File: src/rtl/pc_predictor_if.sv
// Fetch/resolve bundle between the fetcher, the branch-resolution path and
// the next-PC generator.
interface pc_predictor_if #(
  parameter int DATA_W = 32,
  parameter int CNT_W  = 16
);
  logic              ena;
  logic              in_fetcher_ena;
  logic [DATA_W-1:0] in_last_pc;
  logic [DATA_W-1:0] in_last_inst;
  logic [DATA_W-1:0] out_next_pc;
  logic              out_next_taken;
  logic [DATA_W-1:0] out_rollback_pc;
  logic              out_rollback;
  logic              in_misbranch;
  logic              in_update_valid;
  logic              in_forwarding_branch_taken;
  logic [DATA_W-1:0] in_forwarding_branch_pc;
  logic [DATA_W-1:0] in_forwarding_correct_address;
  logic [CNT_W-1:0]  out_mispredict_cnt;

  modport master (
    output ena, in_fetcher_ena, in_last_pc, in_last_inst,
    output in_misbranch, in_update_valid, in_forwarding_branch_taken,
    output in_forwarding_branch_pc, in_forwarding_correct_address,
    input  out_next_pc, out_next_taken, out_rollback_pc, out_rollback,
    input  out_mispredict_cnt
  );

  modport slave (
    input  ena, in_fetcher_ena, in_last_pc, in_last_inst,
    input  in_misbranch, in_update_valid, in_forwarding_branch_taken,
    input  in_forwarding_branch_pc, in_forwarding_correct_address,
    output out_next_pc, out_next_taken, out_rollback_pc, out_rollback,
    output out_mispredict_cnt
  );
endinterface

File: src/rtl/pc_predictor.sv
// Next-PC generator with a bimodal table of saturating counters, trained by
// resolved branches and overridden by misbranch redirects.
module pc_predictor #(
  parameter int              DATA_W    = 32,
  parameter int              IDX_BITS  = 6,
  parameter int              CNT_BITS  = 2,
  parameter int              PRED_MODE = 1,
  parameter logic [DATA_W-1:0] RESET_PC = '0,
  parameter int              CNT_W     = 16
) (
  input  logic clk,
  input  logic rst,
  pc_predictor_if.slave bus
);
  localparam int ENTRIES = 1 << IDX_BITS;
  localparam logic [CNT_BITS-1:0] CNT_INIT = CNT_BITS'((1 << (CNT_BITS - 1)) - 1);
  localparam logic [CNT_BITS-1:0] CNT_MAX  = {CNT_BITS{1'b1}};
  localparam logic [6:0] OP_BRANCH = 7'b1100011;
  localparam logic [6:0] OP_JAL    = 7'b1101111;

  logic [CNT_BITS-1:0] cnt_table [ENTRIES];
  logic [DATA_W-1:0]   next_pc_reg, next_pc_next;
  logic [CNT_W-1:0]    mis_cnt_reg, mis_cnt_next;

  logic [6:0]          opcode;
  logic [DATA_W-1:0]   b_imm, j_imm, pc_plus4;
  logic [IDX_BITS-1:0] lookup_idx, update_idx;
  logic                pred_taken;

  assign opcode     = bus.in_last_inst[6:0];
  assign b_imm      = {{(DATA_W-13){bus.in_last_inst[31]}}, bus.in_last_inst[31],
                       bus.in_last_inst[7], bus.in_last_inst[30:25],
                       bus.in_last_inst[11:8], 1'b0};
  assign j_imm      = {{(DATA_W-21){bus.in_last_inst[31]}}, bus.in_last_inst[31],
                       bus.in_last_inst[19:12], bus.in_last_inst[20],
                       bus.in_last_inst[30:25], bus.in_last_inst[24:21], 1'b0};
  assign pc_plus4   = bus.in_last_pc + DATA_W'(4);
  assign lookup_idx = bus.in_last_pc[IDX_BITS+1:2];
  assign update_idx = bus.in_forwarding_branch_pc[IDX_BITS+1:2];
  assign pred_taken = (PRED_MODE == 1) && cnt_table[lookup_idx][CNT_BITS-1];

  // Each entry is its own register so the whole table clears in one reset cycle.
  generate
    for (genvar gi = 0; gi < ENTRIES; gi++) begin : g_entry
      logic [CNT_BITS-1:0] cnt_reg;
      always_ff @(posedge clk) begin
        if (rst) begin
          cnt_reg <= CNT_INIT;
        end else if (bus.ena && bus.in_update_valid && update_idx == IDX_BITS'(gi)) begin
          if (bus.in_forwarding_branch_taken) begin
            if (cnt_reg != CNT_MAX) cnt_reg <= cnt_reg + 1'b1;
          end else begin
            if (cnt_reg != '0) cnt_reg <= cnt_reg - 1'b1;
          end
        end
      end
      assign cnt_table[gi] = cnt_reg;
    end
  endgenerate

  always_comb begin
    next_pc_next = next_pc_reg;
    if (bus.ena) begin
      if (bus.in_misbranch) begin
        next_pc_next = bus.in_forwarding_correct_address;
      end else if (bus.in_fetcher_ena) begin
        case (opcode)
          OP_JAL:    next_pc_next = bus.in_last_pc + j_imm;
          OP_BRANCH: next_pc_next = pred_taken ? bus.in_last_pc + b_imm : pc_plus4;
          default:   next_pc_next = pc_plus4;
        endcase
      end
    end
  end

  always_comb begin
    mis_cnt_next = mis_cnt_reg;
    if (bus.ena && bus.in_misbranch && mis_cnt_reg != {CNT_W{1'b1}})
      mis_cnt_next = mis_cnt_reg + 1'b1;
  end

  always_ff @(posedge clk) begin
    if (rst) begin
      next_pc_reg <= RESET_PC;
      mis_cnt_reg <= '0;
    end else begin
      next_pc_reg <= next_pc_next;
      mis_cnt_reg <= mis_cnt_next;
    end
  end

  assign bus.out_next_pc        = next_pc_reg;
  assign bus.out_next_taken     = (opcode == OP_BRANCH) && pred_taken;
  assign bus.out_rollback_pc    = bus.in_forwarding_correct_address;
  assign bus.out_rollback       = bus.in_misbranch;
  assign bus.out_mispredict_cnt = mis_cnt_reg;

  // Only the index bits of the resolved-branch PC select a counter.
  logic unused_pc_bits;
  assign unused_pc_bits = ^{bus.in_forwarding_branch_pc[DATA_W-1:IDX_BITS+2],
                            bus.in_forwarding_branch_pc[1:0]};
endmodule

File: src/flat_wrapper.sv
// flat-port wrapper written by rule: the top's interface ports become plain ports
module pc_predictor_flat 
#(
  parameter int              DATA_W    = 32,
  parameter int              IDX_BITS  = 6,
  parameter int              CNT_BITS  = 2,
  parameter int              PRED_MODE = 1,
  parameter logic [DATA_W-1:0] RESET_PC = '0,
  parameter int              CNT_W     = 16
)
  (clk, rst, bus_ena, bus_in_fetcher_ena, bus_in_last_pc, bus_in_last_inst, bus_in_misbranch, bus_in_update_valid, bus_in_forwarding_branch_taken, bus_in_forwarding_branch_pc, bus_in_forwarding_correct_address, bus_out_next_pc, bus_out_next_taken, bus_out_rollback_pc, bus_out_rollback, bus_out_mispredict_cnt);
  pc_predictor_if #(.DATA_W(DATA_W), .CNT_W(CNT_W)) bus_i ();
  input  logic clk;
  input  logic rst;
  input wire logic [$bits(bus_i.ena)-1:0] bus_ena;
  input wire logic [$bits(bus_i.in_fetcher_ena)-1:0] bus_in_fetcher_ena;
  input wire logic [$bits(bus_i.in_last_pc)-1:0] bus_in_last_pc;
  input wire logic [$bits(bus_i.in_last_inst)-1:0] bus_in_last_inst;
  input wire logic [$bits(bus_i.in_misbranch)-1:0] bus_in_misbranch;
  input wire logic [$bits(bus_i.in_update_valid)-1:0] bus_in_update_valid;
  input wire logic [$bits(bus_i.in_forwarding_branch_taken)-1:0] bus_in_forwarding_branch_taken;
  input wire logic [$bits(bus_i.in_forwarding_branch_pc)-1:0] bus_in_forwarding_branch_pc;
  input wire logic [$bits(bus_i.in_forwarding_correct_address)-1:0] bus_in_forwarding_correct_address;
  output wire logic [$bits(bus_i.out_next_pc)-1:0] bus_out_next_pc;
  output wire logic [$bits(bus_i.out_next_taken)-1:0] bus_out_next_taken;
  output wire logic [$bits(bus_i.out_rollback_pc)-1:0] bus_out_rollback_pc;
  output wire logic [$bits(bus_i.out_rollback)-1:0] bus_out_rollback;
  output wire logic [$bits(bus_i.out_mispredict_cnt)-1:0] bus_out_mispredict_cnt;
  assign bus_i.ena = bus_ena;
  assign bus_i.in_fetcher_ena = bus_in_fetcher_ena;
  assign bus_i.in_last_pc = bus_in_last_pc;
  assign bus_i.in_last_inst = bus_in_last_inst;
  assign bus_i.in_misbranch = bus_in_misbranch;
  assign bus_i.in_update_valid = bus_in_update_valid;
  assign bus_i.in_forwarding_branch_taken = bus_in_forwarding_branch_taken;
  assign bus_i.in_forwarding_branch_pc = bus_in_forwarding_branch_pc;
  assign bus_i.in_forwarding_correct_address = bus_in_forwarding_correct_address;
  assign bus_out_next_pc = bus_i.out_next_pc;
  assign bus_out_next_taken = bus_i.out_next_taken;
  assign bus_out_rollback_pc = bus_i.out_rollback_pc;
  assign bus_out_rollback = bus_i.out_rollback;
  assign bus_out_mispredict_cnt = bus_i.out_mispredict_cnt;
  pc_predictor #(.DATA_W(DATA_W), .IDX_BITS(IDX_BITS), .CNT_BITS(CNT_BITS), .PRED_MODE(PRED_MODE), .RESET_PC(RESET_PC), .CNT_W(CNT_W)) u_core (.clk(clk), .rst(rst), .bus(bus_i));
endmodule
File: config.mk
export PLATFORM = sky130hd
export DESIGN_NAME = pc_predictor_flat
export DESIGN_NICKNAME = d
export VERILOG_FILES = /design/src/rtl/pc_predictor_if.sv /design/src/rtl/pc_predictor.sv /design/src/flat_wrapper.sv
export SDC_FILE = /design/constraint.sdc
export NUM_CORES = 1
export LEC_CHECK = 0
export BUFFER_PORTS_ARGS = -buffer_cell sky130_fd_sc_hd__buf_2
export CELL_PAD_IN_SITES_DETAIL_PLACEMENT = 0
export CELL_PAD_IN_SITES_GLOBAL_PLACEMENT = 2
export CORE_MARGIN = 8
export CORE_UTILIZATION = 36
export DETAILED_ROUTE_END_ITERATION = 12
export PLACE_DENSITY = 0.95
export SYNTH_ARGS = -nofsm -noshare
export SYNTH_HDL_FRONTEND = slang
export SYNTH_SLANG_ARGS = --single-unit
export TNS_END_PERCENT = 20
File: constraint.sdc
create_clock -name clk -period 6.6 [get_ports clk]
set_input_delay 1.32 -clock clk [delete_from_list [all_inputs] [get_ports clk]]
set_output_delay 1.32 -clock clk [all_outputs]
set_load 0.02 [all_outputs]
==> results of run 1 <==
[worst max-delay path by stage]
stage	start	endpoint	slack [ns]	depth (start not counted)
6_report	bus_in_last_pc[3]	bus_out_next_taken	1.22	9
5_1_grt	bus_in_last_pc[3]	bus_out_next_taken	1.16	9
4_1_cts	bus_in_last_pc[3]	bus_out_next_taken	1.25	9
3_5_place_dp	bus_in_last_pc[3]	bus_out_next_taken	1.26	9
3_3_place_gp	bus_in_last_pc[3]	bus_out_next_taken	1.27	9
2_1_floorplan	bus_in_last_pc[3]	bus_out_next_taken	2.07	13
[routing by layer]
metal	global-route usage, %	part of all wire, %	up-vias
met5	0	0	-
met4	6.634	2.3	0
met3	3.207	5.7	50
met2	32.33	46	428
met1	27.82	46	6650
li1	-	-	6736
[cell families (layout without fill, tap and decap cells)]
group	Yosys count	count (layout)	share of synthesized area (%)
flops	176	176	26.16
xor+xnor	78	78	5.073
buf+inv	164	256	6.067
fa+ha+maj	47	47	4.478
simple gates	645	645	23.96
compound gates	635	635	30.77
mux	33	33	3.484
[power by group through the flow]
stage	Combinational (mW)	Sequential [mW]	Clock [mW]
floorplan	0.479	1.19	0
global placement	0.689	1.19	0
detailed placement	0.698	1.19	0
CTS	0.701	1.16	1.14
global route	0.777	1.17	1.19
finish	0.711	1.17	1.11
[through the flow]
step / utilization [%] / instances / power [mW]
floorplan: - / 1778 / 1.671
global placement: 38.71 / 2312 / 1.875
detailed placement: 38.71 / 2312 / 1.887
CTS: 40.39 / 2344 / 3.006
global route: 40.39 / 2344 / 3.136
finish: 40.39 / 2344 / 2.991
[cell usage after synthesis (all sizes together), types with 15 or more instances]
library cell    n
nor2          177
o21ai         177
dfxtp         176
a21oi         162
nand2         143
clkbuf         96
and3           69
a21o           66
nor3           58
buf            50
nand2b         48
ha             45
xnor2          43
nand3          40
o31ai          37
xor2           35
o221ai         34
nand3b         33
a211o          28
mux2i          24
a221oi         20
or3            19
a211oi         18
inv            18
nand4          15
[worst min-delay path, delay by kind of cell, from the launching register on]
family           cells  cell delay (ns)
flip-flops           1             0.31
AO/OA/AOI/OAI        1             0.05
AND/OR/NAND/NOR      1             0.05
[area by class of cell]
class                      count  share of cell area, %
sequential                   176                  23.44
clock buffer                  19                  3.013
clock inverter                13                  1.140
multi-input combinational   1438                  60.82
tap                          474                  3.945
inverter                      18                 0.4661
timing repair buffer         206                  7.183
[placed cells by master (no fill, tap or decap), types with 19 or more instances in the layout]
master,synthesis,routed
nor2_1,174,173
mux2i_1,24,24
nor3_1,56,54
o21ai_0,173,173
nand3_1,40,40
xnor2_1,43,43
o31ai_1,37,37
xor2_1,35,35
nand2b_1,48,48
a21oi_1,162,162
a211o_1,28,28
nand3b_1,33,33
and3_1,69,69
o221ai_1,34,34
nand2_1,142,142
or3_1,19,19
buf_2,3,188
ha_1,45,45
a21o_1,66,66
dfxtp_1,176,176
==> qor.txt, run 1 <==
run status - completed
fraction of layout cells with a size suffix above 1 - 14.44%
worst-path cell chain - buf_2, mux4_1, mux2i_1, mux4_2, and2_4, nor2_8, nand2_4, inv_4, buf_2
min Tclk post-route - 5.380 ns
Worst Setup End Kind - output pin
nets - 2039
r2r endpoint - u_core.bus.out_next_pc[19]$_SDFFE_PP0P_
Switching Share - 32.99%
Cell Area, Placed - 14410 sq um
Net Sw Power - 986.7 uW
clock buffer depth - 2
asr flop ratio synth - 0%
cts hold-fix bufs - 0
Register Area - 3523 sq um
Worst path most repeated cell - buf_2
WHS - 0.4546 ns
Vias - 13860
R2R cell count - 10
flop2flop setup slack - 2.96 ns
P_int - 2.004 mW
Final Hold Viols - 0
pin count of the biggest net entering global routing - 174
part of the power in registers - 39.0%
area share of the largest cell type after synthesis - 26.16%
Pleak - 5.941 nW
detailed placement HPWL - 33.74 mm
top cells by area, synth - dfxtp_1 26%, o21ai_0 6.4%, a21oi_1 6.0%
DRT antenna net count - 0
critical path type - in2out
max_slew headroom - 28.98%
WHS Path Cells - 2
worst IR drop on VDD - 0.1851 mV
first-pass GRT wire length - 72.91 mm
chip width - 209.4 um
CP Max Fanout - 39
max-slew violations - 0
ant diodes - 0
gpl congestion - 0.9289
Pre-Repair DR Iteration Count - 5
top_reg_cell synth - dfxtp_1
CTS resizes - 0
crit-path leading delay family - buffers and inverters
Initial Util - 36.18%
Cells after Synth - 1778
Worst setup SP type - primary input
CTS clk-pin slew, worst paths - 0.07 ns
Worst Hold Class - reg2reg
Crit path largest cell delay - 0.58 ns
I/O pins - 217
total wire length - 46.34 mm
Fmax achieved - 0.1859 GHz
Avg Inst Size Synth - 7.574 sq um
GRT Overall Usage - 20.35%
Netlist Area Pre-Place - 13470 sq um
P&R area growth vs syn - 11.63%
post-route clock period utilization - 81.51%
RSZ-0062 raised after global routing - false
Post-synth EDFFs - 0
Crit-path slowest cell - buf_2
1st-iter DRT viols - 1299
worst path bufs/invs - 3
count of cell types in the netlist - 77
Layout Skew - 0.01287 ns
Clk Latency, worst-skew pair - 0.45 ns
Rows - 71
initial antenna violation count - 0
core area - 37220 sq um
Ys Warns - 0
Worst Path Arrival - 4.06 ns
area of the multi-input gates - 9143 sq um
Post-Syn Nets - 1960
Synth Register Bits - 176
Min-Delay Endpoint - u_core.bus.out_next_pc[25]$_SDFFE_PP0P_
power share of the clock group - 37.2%
Sink Count - 176
CP required - 5.28 ns
max reg flops - 128
final setup vio count - 0
post-synthesis sequential area ratio - 26.16%
post-route cell area - 15030 sq um
cell area power density - 198.9 nW/um^2
Fill cells - 3872
CTS tree - yes
Yosys top cell by area - dfxtp_1
average wire per standard cell - 19.77 um
die height - 209.4 um
postcts setup bufs - 0
CTS buffer count - 17
Place WS - 1.264 ns
drt drc - 0
Worst-Margin Slew - 1.065 ns
reg-to-reg startpoint - u_core.g_entry[45].cnt_reg[1]$_SDFFE_PP0P_
die area - 43850 sq um
number of port buffers - 190
vias per cell - 5.915
grt total ovfl - 0
min-delay src - u_core.bus.out_next_pc[25]$_SDFFE_PP0P_
Worst Setup Slack, final - 1.220 ns
CTS Root Cell - clkbuf_16
Logic pwr share - 23.8%
Total Neg Setup Slack - 0 ns
max_cap viols - 0
number of global-route vias before repair - 13030
H-tree Lvls - 4
No activity file was read; power rests on OpenSTA's default activity.
==> run 2, diff against run 1 <==
- ABC_AREA: default -> 1
- CORE_UTILIZATION: 36 -> 27
- PLACE_DENSITY: 0.95 -> 0.89
- clock period: 6.6 -> 4.9 ns (I/O delays scaled with it)
==> qor.txt, run 2 <==
run status - completed
power share of the clock group - 37.0% (-0.2 points)
core area - 52660 sq um (+41%)
nets - 2745 (+35%)
post-synthesis sequential area ratio - 24.47% (-1.7 points)
Worst Hold Class - reg2reg
final setup vio count - 0 (unchanged)
top cells by area, synth - dfxtp_1 24%, nand2_1 16%, inv_1 8.6%
met2 GRT Util - 33.30% (+0.97 points)
Ys Warns - 0 (unchanged)
Worst setup SP type - primary input
ant diodes - 0 (unchanged)
flop2flop setup slack - 2.50 ns (-0.46 ns)
Vias - 16360 (+18%)
most frequent cell after synthesis - nand2_1
Cell Area, Placed - 15680 sq um (+8.8%)
CP Max Fanout - 39 (unchanged)
RSZ-0062 raised after global routing - false
multiplexer share of the synthesized area - 0% (-3.5 points)
number of port buffers - 190 (unchanged)
cell area power density - 239.4 nW/um^2 (+20%)
fraction of layout cells with a size suffix above 1 - 10.33% (-4.1 points)
P_int - 2.511 mW (+25%)
Total Neg Setup Slack - 0 ns (unchanged)
pin count of the biggest net entering global routing - 112 (-36%)
Rows - 84 (+18%)
die height - 246.9 um (+18%)
max_slew headroom - 24.53% (-4.5 points)
Pleak - 7.073 nW (+19%)
max_cap viols - 0 (unchanged)
gpl congestion - 0.9618 (+3.5%)
Post-Synth Simple-Gate Area - 35.32% (+11 points)
asr flop ratio synth - 0% (unchanged)
Yosys top cell by area - dfxtp_1
XOR/XNOR Fraction of Synth Area - 2.494% (-2.6 points)
Layout Skew - 0.02008 ns (+0.007205 ns)
area of the multi-input gates - 8959 sq um (-2.0%)
min Tclk post-route - 3.901 ns
final non-filler cell total - 3264 (+39%)
drt drc - 0 (unchanged)
Post-Syn Nets - 2641 (+35%)
die area - 60980 sq um (+39%)
max reg flops - 128 (unchanged)
main combinational cell family by area after synthesis - simple AND/OR/NAND/NOR gates
commonest cells after routing, fill and taps aside - 605 x nand2_1, 330 x inv_1, 303 x nor2_1
CTS resizes - 0 (unchanged)
H-tree Lvls - 4 (unchanged)
WHS Path Cells - 2 (unchanged)
critical path type - in2out
Final Hold Viols - 0 (unchanged)
vias per cell - 5.012 (-15%)
placed insts - 3232 (+40%)
total wire length - 58.93 mm (+27%)
top_reg_cell synth - dfxtp_1
number of global-route vias before repair - 16280 (+25%)
Min-Delay Endpoint - u_core.bus.out_next_pc[22]$_SDFFE_PP0P_
I/O pins - 217 (unchanged)
max-slew violations - 0 (unchanged)
grt met1 use - 22.69% (-5.1 points)
met3 Use GR - 2.298% (-0.91 points)
Post-synth EDFFs - 0 (unchanged)
DRT antenna net count - 0 (unchanged)
first-pass GRT wire length - 90.19 mm (+24%)
Synth Register Bits - 176 (unchanged)
detailed placement HPWL - 46.11 mm (+37%)
r2r endpoint - u_core.bus.out_next_pc[6]$_SDFFE_PP0P_
CTS Root Cell - clkbuf_16
CTS tree - yes
Register Area - 3523 sq um (unchanged)
clock buffer depth - 2 (unchanged)
Pre-Repair DR Iteration Count - 5 (unchanged)
Initial Util - 27.35% (-8.8 points)
most common library cells after synthesis - 605 x nand2_1, 331 x inv_1, 303 x nor2_1
initial antenna violation count - 0 (unchanged)
average wire per standard cell - 18.05 um (-8.7%)
CTS buffer count - 17 (unchanged)
CP required - 3.92 ns (-1.36 ns)
adder-cell area share of the yosys netlist - 4.188% (-0.29 points)
post-route clock period utilization - 79.61%
Net Sw Power - 1.387 mW (+41%)
Fmax achieved - 0.2563 GHz
min-delay src - u_core.bus.out_next_pc[22]$_SDFFE_PP0P_
CTS clk-pin slew, worst paths - 0.07 ns (about the same)
Worst Path Arrival - 2.92 ns (-1.14 ns)
Cells after Synth - 2459 (+38%)
Worst Setup End Kind - output pin
reg-to-reg startpoint - u_core.g_entry[52].cnt_reg[1]$_SDFFE_PP0P_
Fill cells - 5959 (+54%)
gr busiest metal - met2
Worst-Margin Slew - 1.132 ns (+0.06677 ns)
Sink Count - 176 (unchanged)
Switching Share - 35.58% (+2.6 points)
Netlist Area Pre-Place - 14400 sq um (+6.9%)
GRT Overall Usage - 18.76% (-1.6 points)
grt total ovfl - 0 (unchanged)
Synth Area in Compound Gates - 20.18% (-11 points)
chip width - 246.9 um (+18%)
P&R area growth vs syn - 13.09%
1st-iter DRT viols - 1104 (-15%)
Avg Inst Size Synth - 5.856 sq um (-23%)
postcts setup bufs - 0 (unchanged)
area share of the largest cell type after synthesis - 24.47% (-1.7 points)
R2R cell count - 15 (+5)
count of cell types in the netlist - 47 (-39%)
post-route cell area - 16280 sq um (+8.3%)
commonest non-fill, non-tap cell in the layout - nand2_1
Logic pwr share - 25.4% (+1.6 points)
worst IR drop on VDD - 0.3367 mV (+82%)
cts hold-fix bufs - 0 (unchanged)
part of the power in registers - 37.6% (-1.4 points)
Clk Latency, worst-skew pair - 0.45 ns (about the same)
==> run 2: cell types whose count changed in the layout (fill, tap and decap cells not counted), sizes merged, moves of 26 or more <==
cell    previous run  this run
a211o             28         0
a21o              66         0
and3              69         1
inv               24       343
nand2            143       607
nand2b            48         0
nand3             40       210
nor2             177       304
o211ai             7        38
o21ai            177       232
o221ai            34         0
o31ai             37         4
xnor2             43        17
==> run 2: cell type report <==
type / instances / area share, %
multi-input combinational: 1826 / 55.01
sequential: 176 / 21.64
inverter: 339 / 7.829
timing repair buffer: 203 / 6.531
tap: 688 / 5.286
clock buffer: 18 / 2.635
clock inverter: 14 / 1.068
==> run 2: stage by stage <==
step,hold slack (ns),setup slack [ns],util [%],power [mW]
global route,0.4816,0.8736,30.93,4.099
floorplan,0.4495,1.520,-,2.139
finish,0.4633,0.9989,30.93,3.899
global placement,0.4528,1.038,29.78,2.482
CTS,0.4656,1.034,30.93,3.939
detailed placement,0.4550,1.044,29.78,2.488
==> run 2: worst max-delay path by stage <==
| stage | cells after the start | from | end | slack [ns] |
|---|---|---|---|---|
| floorplan | 11 | bus_in_last_pc[2] | bus_out_next_taken | 1.52 |
| global placement | 12 | bus_in_last_pc[2] | bus_out_next_taken | 1.04 |
| detailed placement | 11 | bus_in_last_pc[2] | bus_out_next_taken | 1.04 |
| CTS | 11 | bus_in_last_pc[2] | bus_out_next_taken | 1.03 |
| global route | 11 | bus_in_last_pc[2] | bus_out_next_taken | 0.87 |
| finish | 11 | bus_in_last_pc[2] | bus_out_next_taken | 1.0 |
==> run 2: power groups by stage <==
stage / Combinational (mW) / Sequential (mW) / Clock, mW
2_1_floorplan: 0.619 / 1.52 / 0
3_3_place_gp: 0.985 / 1.50 / 0
3_5_place_dp: 0.990 / 1.50 / 0
4_1_cts: 0.994 / 1.46 / 1.48
5_1_grt: 1.09 / 1.47 / 1.54
6_report: 0.991 / 1.47 / 1.44
==> run 2: critical path: stages <==
cell and delay, ns:
buf_2 0.33, buf_12 0.26, nor2_1 0.07, nor2_1 0.08
o21ai_1 0.10, nand3_1 0.10, nand3_1 0.15, nand2_1 0.15
nand3_4 0.22, a21oi_1 0.21, buf_2 0.20
==> run 2: cell families after synthesis <==
logic type / after synthesis
XOR/XNOR: 41
adder cells (fa/ha/maj): 47
buffers and inverters: 457
AND/OR/NAND/NOR: 1218
flip-flops: 176
AO/OA/AOI/OAI: 520
==> run 2: metal layers <==
layer,vias to the layer above,part of all wire (%)
li1,8228,-
met1,7589,44
met3,76,4.0
met5,-,0
met4,0,3.6
met2,467,48
